[src/rtl/hex_keypad_entry.sv]
// hex_keypad_entry
//   Scans a 4x4 hex keypad, debounces presses and shifts each accepted
//   hex digit into a 16-bit entry register.
//
// Ports:
//   clk          system clock
//   rst_n        synchronous active-low reset
//   kp_row[3:0]  keypad rows, active-low, asynchronous (pulled up externally)
//   kp_col[3:0]  keypad column drive, active-low, exactly one bit low
//   clear        zeroes entry_value on the next edge (priority over a shift)
//   entry_value  shifted hex entry, newest digit in [3:0]
//   key_valid    one-cycle pulse per accepted key
//   key_code     hex value of the last accepted key
//   state_dbg    debounce FSM state (IDLE=0, DEBOUNCE=1, HELD=2)
//
// Handshake: key_valid is a strobe with no ready; on the cycle it is high,
// key_code and entry_value already carry the accepted digit.
module hex_keypad_entry #(
  parameter int SCAN_DIV       = 100000,
  parameter int DEBOUNCE_SCANS = 4
) (
  input  logic        clk,
  input  logic        rst_n,
  input  logic [3:0]  kp_row,
  output logic [3:0]  kp_col,
  input  logic        clear,
  output logic [15:0] entry_value,
  output logic        key_valid,
  output logic [3:0]  key_code,
  output logic [1:0]  state_dbg
);

  localparam int DW = $clog2(SCAN_DIV);
  localparam int CW = $clog2(DEBOUNCE_SCANS + 1);

  typedef enum logic [1:0] {
    IDLE     = 2'd0,
    DEBOUNCE = 2'd1,
    HELD     = 2'd2
  } state_t;

  logic [3:0]    row_s1_q, row_s2_q;
  logic [DW-1:0] div_q, div_d;
  logic [1:0]    col_q, col_d;
  logic [15:0]   hits_q, hits_d;
  logic          eval_q, eval_d;
  state_t        state_q, state_d;
  logic [3:0]    cand_q, cand_d;
  logic [CW-1:0] cnt_q, cnt_d, cnt_inc;
  logic [15:0]   entry_q, entry_d;
  logic          key_valid_q, key_valid_d;
  logic [3:0]    key_code_q, key_code_d;

  logic          slot_end;
  logic [4:0]    n_low;
  logic [3:0]    low_idx;
  logic [3:0]    scan_code;
  logic          accept;

  // Hit index is {column, row}; returns the printed legend of that key.
  function automatic logic [3:0] key_map(input logic [3:0] idx);
    case (idx)
      4'h0: key_map = 4'h1;  4'h1: key_map = 4'h4;
      4'h2: key_map = 4'h7;  4'h3: key_map = 4'h0;
      4'h4: key_map = 4'h2;  4'h5: key_map = 4'h5;
      4'h6: key_map = 4'h8;  4'h7: key_map = 4'hF;
      4'h8: key_map = 4'h3;  4'h9: key_map = 4'h6;
      4'hA: key_map = 4'h9;  4'hB: key_map = 4'hE;
      4'hC: key_map = 4'hA;  4'hD: key_map = 4'hB;
      4'hE: key_map = 4'hC;  default: key_map = 4'hD;
    endcase
  endfunction

  // Scan timing and per-scan hit capture.
  always_comb begin
    slot_end = (div_q == DW'(SCAN_DIV - 1));
    div_d    = slot_end ? '0 : div_q + 1'b1;
    col_d    = slot_end ? col_q + 2'd1 : col_q;
    hits_d   = hits_q;
    if (slot_end) begin
      // Column 0 starts a fresh scan, so earlier hits are dropped there.
      if (col_q == 2'd0) hits_d = '0;
      for (int r = 0; r < 4; r++) hits_d[{col_q, 2'(r)}] = ~row_s2_q[r];
    end
    eval_d = slot_end && (col_q == 2'd3);
  end

  // Classify the completed scan: count of low positions and the last one.
  always_comb begin
    n_low   = '0;
    low_idx = '0;
    for (int i = 0; i < 16; i++) begin
      if (hits_q[i]) begin
        n_low   = n_low + 5'd1;
        low_idx = 4'(i);
      end
    end
    scan_code = key_map(low_idx);
  end

  // Debounce FSM, advanced only on the scan-evaluation cycle.
  always_comb begin
    state_d = state_q;
    cand_d  = cand_q;
    cnt_d   = cnt_q;
    cnt_inc = cnt_q + 1'b1;
    accept  = 1'b0;
    if (eval_q) begin
      case (state_q)
        IDLE: begin
          if (n_low == 5'd1) begin
            cand_d = scan_code;
            if (DEBOUNCE_SCANS == 1) begin
              accept  = 1'b1;
              state_d = HELD;
              cnt_d   = '0;
            end else begin
              state_d = DEBOUNCE;
              cnt_d   = CW'(1);
            end
          end
        end
        DEBOUNCE: begin
          if (n_low == 5'd1) begin
            if (scan_code == cand_q) begin
              if (cnt_inc == CW'(DEBOUNCE_SCANS)) begin
                accept  = 1'b1;
                state_d = HELD;
                cnt_d   = '0;
              end else begin
                cnt_d = cnt_inc;
              end
            end else begin
              cand_d = scan_code;
              cnt_d  = CW'(1);
            end
          end else begin
            state_d = IDLE;
            cnt_d   = '0;
          end
        end
        HELD: begin
          // cnt_q counts consecutive empty scans here (release debounce).
          if (n_low == 5'd0) begin
            if (cnt_inc == CW'(DEBOUNCE_SCANS)) begin
              state_d = IDLE;
              cnt_d   = '0;
            end else begin
              cnt_d = cnt_inc;
            end
          end else begin
            cnt_d = '0;
          end
        end
        default: begin
          state_d = IDLE;
          cnt_d   = '0;
        end
      endcase
    end

    key_valid_d = accept;
    key_code_d  = accept ? cand_d : key_code_q;
    if (clear)       entry_d = '0;
    else if (accept) entry_d = {entry_q[11:0], cand_d};
    else             entry_d = entry_q;
  end

  always_ff @(posedge clk) begin
    if (!rst_n) begin
      row_s1_q    <= 4'hF;
      row_s2_q    <= 4'hF;
      div_q       <= '0;
      col_q       <= '0;
      hits_q      <= '0;
      eval_q      <= 1'b0;
      state_q     <= IDLE;
      cand_q      <= '0;
      cnt_q       <= '0;
      entry_q     <= '0;
      key_valid_q <= 1'b0;
      key_code_q  <= '0;
    end else begin
      row_s1_q    <= kp_row;
      row_s2_q    <= row_s1_q;
      div_q       <= div_d;
      col_q       <= col_d;
      hits_q      <= hits_d;
      eval_q      <= eval_d;
      state_q     <= state_d;
      cand_q      <= cand_d;
      cnt_q       <= cnt_d;
      entry_q     <= entry_d;
      key_valid_q <= key_valid_d;
      key_code_q  <= key_code_d;
    end
  end

  assign kp_col      = ~(4'b0001 << col_q);
  assign entry_value = entry_q;
  assign key_valid   = key_valid_q;
  assign key_code    = key_code_q;
  assign state_dbg   = state_q;

endmodule

[config.mk]
export PLATFORM = sky130hd
export DESIGN_NAME = hex_keypad_entry
export DESIGN_NICKNAME = d
export VERILOG_FILES = /design/src/rtl/hex_keypad_entry.sv
export SDC_FILE = /design/constraint.sdc
export NUM_CORES = 1
export LEC_CHECK = 0
export CAP_MARGIN = 15
export CELL_PAD_IN_SITES_DETAIL_PLACEMENT = 2
export CELL_PAD_IN_SITES_GLOBAL_PLACEMENT = 2
export CORE_MARGIN = 1.5
export CORE_UTILIZATION = 36
export DETAILED_ROUTE_END_ITERATION = 8
export PLACE_DENSITY_LB_ADDON = 0.08
export SYNTH_ARGS = -nofsm -noshare
export SYNTH_HDL_FRONTEND = slang
export SYNTH_SLANG_ARGS = --single-unit
[constraint.sdc]
create_clock -name clk -period 10.7 [get_ports clk]
set_input_delay 2.675 -clock clk [delete_from_list [all_inputs] [get_ports clk]]
set_output_delay 2.675 -clock clk [all_outputs]
set_load 0.01 [all_outputs]
== Yosys cells after proc, flatten, opt, wreduce, memory -nomap -nowiden ==
Memory sizes are Yosys's and may differ from the RTL's.
Cells that the tools add are included.
Word-level totals
  register bits after elaboration: 74
  memory bits (read-only): 64
  logic and storage cells: 138
  memories kept: 1
Cells by class
  $add $sub $neg: 18
  order comparisons: 8
  eq/ne operators: 12
  shifts and indexed selects: 1
  muxes and demuxes: 68
  bitwise gates (word level): 6
  reductions and logical operators: 12
Memories
  (no name shown): depth 16, width 4, read ports 1, clocked after Yosys merged registers in 0, wr ports 0, RTL line 62  | case (idx)
Operators by type and width (count)
  adder 5 x 1 -> 5 bit, second input constant: 15
  2-to-1 mux 5 bit: 15
  2-to-1 mux 4 bit: 18
  bitwise mux 16 bit: 4
  2-to-1 mux 16 bit: 2
  less-than comparator 4 x 5 -> 1 bit, second input constant: 4
  adder 17 x 1 -> 17 bit, second input constant: 1
  equality test 17 bit, second input constant: 1
  >= comparator 4 x 1 -> 1 bit, second input constant: 4
  2-to-1 mux 3 bit: 5
  2-to-1 mux 2 bit: 6
  2-to-1 mux 1 bit: 11
  one-hot mux 3 bit (3 select lines): 1
  demux 1 bit (select 2 bit): 4
  one-hot mux 4 bit (2 select lines): 1
  != test 2 bit, second input constant: 3
  != test 3 bit, second input constant: 2
  one-hot mux 2 bit (3 select lines): 1
  AND reduction 6 bit: 1
  equality test 5 x 1 -> 1 bit, second input constant: 1
  logical AND 1 bit: 5
  zero test 5 bit: 1
  NOT 1 bit: 5
  equality test 2 bit, second input constant: 2
  10 further kinds: 12

== Longest topological paths before layout ==
  depth after elaboration: 35
  mapped depth: 52

== Least setup slack after synthesis ==
No wires, ideal clock.
  kind: flip-flop to flip-flop
  start point: reg hits_q[1]
  end point: reg entry_q[0] (netlist: entry_value[0])
  setup time: 116 ps
  arrival: 9554 ps
  data required time: 10584 ps
  path slack: 1029 ps
  stages on the path, launching flop included: 51
  clock period less this slack: 9671 ps
  cells stage by stage: dfxtp_1 > inv_1 > ha_1 > clkbuf_1 > xor2_1 > ha_1 > nand2_1 > o31ai_1 > ha_1 > mux2_2 > ha_1 > nand2_1 > o41a_1 > and2_1 > inv_1 > ha_1 > mux2_2 > ha_1 > [15 not listed] > ha_1 > nor2b_1 > a21oi_1 > ha_1 > nand2_1 > nand2_1 > ha_1 > a221o_1 > ha_1 > inv_1 > nand3_1 > o31ai_1 > a31o_2 > mux2i_1 > or4_1 > clkbuf_1 > or3_1 > o211a_1
Between the ends
  cells in the longest elaborated chain, start to end: 33
Ends and longest elaborated chain
  from (decl): RTL line 45  | logic [15:0] hits_q, hits_d;
  from (signal assigned): RTL line 188  | hits_q <= hits_d;
  2-to-1 mux 5 bit: RTL line 93  | if (hits_q[i]) begin
  adder 5 x 1 -> 5 bit: RTL line 94  | n_low = n_low + 5'd1;
  2-to-1 mux 5 bit: RTL line 93
  adder 5 x 1 -> 5 bit: RTL line 94
  2-to-1 mux 5 bit: RTL line 93
  adder 5 x 1 -> 5 bit: RTL line 94
  2-to-1 mux 5 bit: RTL line 93
  adder 5 x 1 -> 5 bit: RTL line 94
  [17 not listed]
  adder 5 x 1 -> 5 bit: RTL line 94
  2-to-1 mux 5 bit: RTL line 93
  adder 5 x 1 -> 5 bit: RTL line 94
  2-to-1 mux 5 bit: RTL line 93
  equality test 5 x 1 -> 1 bit: RTL line 111, 124
  2-to-1 mux 4 bit, or another cell as far along: RTL line 124  | if (n_low == 5'd1) begin
  one-hot mux 4 bit (2 select lines) / 2-to-1 mux 1 bit (equally long branches): RTL line 109  | case (state_q)
  2-to-1 mux 4 bit / 2-to-1 mux 1 bit (equally long branches): RTL line 108  | if (eval_q) begin
  to (signal assigned): RTL line 193  | entry_q <= entry_d;
  to (decl): RTL line 50  | logic [15:0] entry_q, entry_d;
Several ways; a longest one is shown, not always the timed one.
A chain may end at the register's enable or synchronous reset.

== Worst setup path in the final report ==
  start point: reg hits_q[0]
  end point: reg cnt_q[0]
Between the ends
  cells in the longest elaborated chain, start to end: 34
Ends and longest elaborated chain
  2-to-1 mux 1 bit (*): RTL line 93
  adder 5 x 1 -> 5 bit: RTL line 94
  2-to-1 mux 5 bit (*): RTL line 93
  adder 5 x 1 -> 5 bit: RTL line 94
  2-to-1 mux 5 bit (*): RTL line 93
  adder 5 x 1 -> 5 bit: RTL line 94
  2-to-1 mux 5 bit (*): RTL line 93
  adder 5 x 1 -> 5 bit: RTL line 94
  [18 not listed]
  2-to-1 mux 5 bit (*): RTL line 93
  adder 5 x 1 -> 5 bit: RTL line 94
  2-to-1 mux 5 bit (*): RTL line 93
  adder 5 x 1 -> 5 bit: RTL line 94
  2-to-1 mux 5 bit (*): RTL line 93
  equality test 5 x 1 -> 1 bit / zero test 5 bit (equally long branches): RTL line 111, 124, 144
  2-to-1 mux 3 bit, or another cell as far along: RTL line 124
  one-hot mux 3 bit (3 select lines) / AND reduction 2 bit (equally long branches)
  to (signal assigned): RTL line 192  | cnt_q <= cnt_d;
  to (decl): RTL line 49  | logic [CW-1:0] cnt_q, cnt_d, cnt_inc;
Mark *: on every way between the ends. The rest lies on a longest branch, timed or not.

==> flow_summary.json <==
{
  "ys_seq_elements": 74,
  "synth_edf_count": 0,
  "syn_inst": 613,
  "cts_tree": "built",
  "async_flop_share_pct": 0,
  "endpoint_kind": "flip-flop",
  "wirelength_um": 15100,
  "cts_buffers": 9,
  "firstDrtPassIters": 4,
  "cts_max_level": 3,
  "synth_flop_cell": "dfxtp_1",
  "synth_largest_area_cell": "dfxtp_1",
  "p_sw_mw": 0.127,
  "clockBufferDepth": 2,
  "hold_start": "row_s1_q[2]",
  "whs_endpoint": "row_s2_q[2]",
  "comb_power_share_pct": 2.0,
  "setup_violations": 0,
  "cts.sinks": 74,
  "final-seq-area_um2": 1480,
  "worst_pin_slew_ns": 0.866,
  "critPathArrivalTime_ns": 10.48,
  "max_slew_margin_pct": 41.8,
  "num-nets-final": 671,
  "place_congestion": 0.792,
  "power.share.clock_pct": 51.1,
  "cp-start-kind": "flip-flop",
  "worst_ep_required_time_ns": 10.97,
  "worst-r2r-cell-count": 49,
  "grt_overflow": 0,
  "clk_pin_slew_worst_paths_ns": 0.06,
  "initial_utilization_pct": 37.1,
  "fp.dieArea_um2": 14500,
  "via_per_inst": 5.45,
  "ios": 34,
  "rows": 42,
  "coreArea_um2": 13300,
  "leakage_nw": 2.26,
  "nFillCells": 1516,
  "clk_latency_ns": 0.34,
  "reg2reg_slack_ns": 0.49,
  "synth-seq-area-share_pct": 29.9,
  "drt_iter0_markers": 152,
  "drc": 0,
  "slew_violations": 0,
  "tns_ns": 0,
  "seqPwrFrac_pct": 46.9,
  "yosysMostFrequentCell": "nor2_1",
  "hp-class": "reg2reg",
  "area_growth_pct": 18.3,
  "grt_start_max_net_pins": 32,
  "path_class": "reg2reg",
  "place_area_um2": 5420,
  "fin_area_um2": 5860,
  "rr_endpoint": "cnt_q[0]",
  "yosys-top-cells-area": "dfxtp_1 30%, xnor2_1 6.4%, ha_1 6.1%, nor2_1 5.8%, xor2_1 5.0%",
  "outcome": "completed",
  "root_buffer": "clkbuf_16",
  "critPathMaxStageDelay_ns": 0.48,
  "n_antenna_cell": 0,
  "finalClockSkew_ns": 0.00459,
  "peakVddDrop_mv": 0.0559,
  "yosys.area.top_type_share_pct": 29.9,
  "p_int_mw": 0.469,
  "netlist_area_um2": 4950,
  "period_minus_slack_ns": 10.21,
  "grt_pass1_wl_um": 24900,
  "syn_area_per_cell_um2": 8.08,
  "port_buffers": 33,
  "crit_fanout": 7,
  "die_w_um": 120,
  "worstReg2RegStart": "hits_q[0]",
  "grtUsageTotal_pct": 21.4,
  "hold_viol": 0,
  "ys_top_cells_by_count": "76 x nor2_1, 74 x dfxtp_1, 48 x nand2_1",
  "critPathSlowestCell": "or4b_1",
  "whs_path_depth": 1,
  "power_density_nw_per_um2": 102,
  "grt_pass1_vias": 4929,
  "antenna_found_initial": 0,
  "multi_input_area_um2": 3310,
  "fin_crit_sh_pct": 95.4,
  "ys_types": 62,
  "antenna_left": 0,
  "place_hpwl_um": 10700,
  "wl_per_cell_um": 18.4,
  "p_sw_share_pct": 21.4,
  "yosysWarningCount": 0,
  "maxCapViolCount": 0,
  "num_vias": 4470,
  "drive_above_1_share_pct": 8.23,
  "die-height_um": 120,
  "cp_common_cell": "ha_1",
  "fmax_mhz": 97.9,
  "synthesis.nets": 644
}
-- registers in the layout, summed over array words and instances (netlist names) --
| register | flops |
|---|---|
| key_code | 4 |
| cand_q | 4 |
| row_s2_q | 4 |
| row_s1_q | 4 |
| cnt_q | 3 |
| eval_q | 1 |
| div_q | 17 |
| state_dbg | 2 |
| entry_value | 16 |
| hits_q | 16 |
| key_valid | 1 |
| col_q | 2 |
-- power groups by stage --
stage	Sequential [mW]	Clock [mW]	Combinational, mW
floorplan	0.285	0	0.00606
global placement	0.286	0	0.0102
detailed placement	0.286	0	0.0104
CTS	0.280	0.312	0.0105
global route	0.280	0.323	0.0131
finish	0.280	0.305	0.0118
-- worst max path at each step --
stage | from | to | slack, ns
after floorplan | hits_q[1] | entry_value[0] | 1.03
after global placement | hits_q[1] | entry_value[0] | 0.38
after detailed placement | hits_q[0] | key_code[3] | -0.29
after CTS | hits_q[0] | entry_value[4] | 0.05
after global routing | hits_q[0] | cnt_q[0] | -0.04
final | hits_q[0] | cnt_q[0] | 0.49
-- placed cells by master (no fill, tap or decap), types with 4 or more instances in the layout --
cell | netlist | final
nor3b_1 | 7 | 6
ha_1 | 24 | 23
nand4_1 | 9 | 9
or2_2 | 4 | 4
xnor2_1 | 36 | 36
nor2_1 | 76 | 75
o21ai_0 | 29 | 27
clkdlybuf4s50_1 | 0 | 33
nand3_1 | 29 | 29
dfxtp_1 | 74 | 73
inv_1 | 27 | 27
a31oi_1 | 5 | 5
nor4_1 | 4 | 4
nand2_1 | 48 | 47
clkbuf_16 | 0 | 9
xnor3_1 | 6 | 6
a21oi_1 | 46 | 45
o211a_1 | 4 | 4
a211oi_1 | 13 | 12
buf_4 | 0 | 13
o31ai_1 | 7 | 7
or3_1 | 6 | 6
nand2b_1 | 16 | 16
and2_1 | 9 | 9
nor3_1 | 11 | 11
mux2i_1 | 6 | 5
and3_1 | 4 | 4
xor2_1 | 28 | 28
o311a_1 | 4 | 4
-- repair_timing --
action                                  in CTS  in global routing
endpoints found under the setup margin      25                 30
setup buffers                                0                  7
gates resized for setup                      5                 10
hold buffers                                 0                  0
pin swaps                                    0                  6
-- final cells by class --
type                       instances  area share, %
inverter                          27           1.73
sequential                        74           25.3
tap                              176           3.76
clock inverter                     4          0.896
timing repair buffer              47           7.77
multi-input combinational        481           56.4
clock buffer                      11           4.14
-- cells by family (layout without fill, tap and decap cells) --
family	after synthesis	in the layout	share of synthesized area (%)
fa+ha+maj	24	24	6.06
compound gates	134	134	17.3
mux	10	10	2.35
buf+inv	58	89	4.52
simple gates	238	238	23.5
flops	74	74	29.9
xor+xnor	75	75	16.3
-- metrics by stage --
stage / instances / power, mW / setup slack (ns) / util [%] / hold slack, ns
2_1_floorplan: 613 / 0.291 / 1.03 / - / 0.386
6_report: 820 / 0.597 / 0.490 / 43.9 / 0.424
5_1_grt: 820 / 0.616 / -0.0368 / 43.9 / 0.458
4_1_cts: 811 / 0.602 / 0.0452 / 43.0 / 0.428
3_3_place_gp: 796 / 0.296 / 0.381 / 40.6 / 0.412
3_5_place_dp: 796 / 0.296 / -0.294 / 40.6 / 0.415
-- layer usage --
metal	track usage, %	vias up	wire, um
met2	39.8	39	7940
met1	25.5	2205	6690
met3	2.45	14	236
met4	7.28	0	211
met5	0	-	0
li1	-	2212	-
-- critical path: cells and delay by family (launching register included) --
family,cells,cell delay (ns)
adder cells (fa/ha/maj),14,4.20
AND/OR/NAND/NOR,14,2.21
AO/OA/AOI/OAI,11,1.80
multiplexers,4,0.92
buffers and inverters,5,0.49
flip-flops,1,0.35
XOR/XNOR,1,0.16
Power figures use the tool's default switching activity.
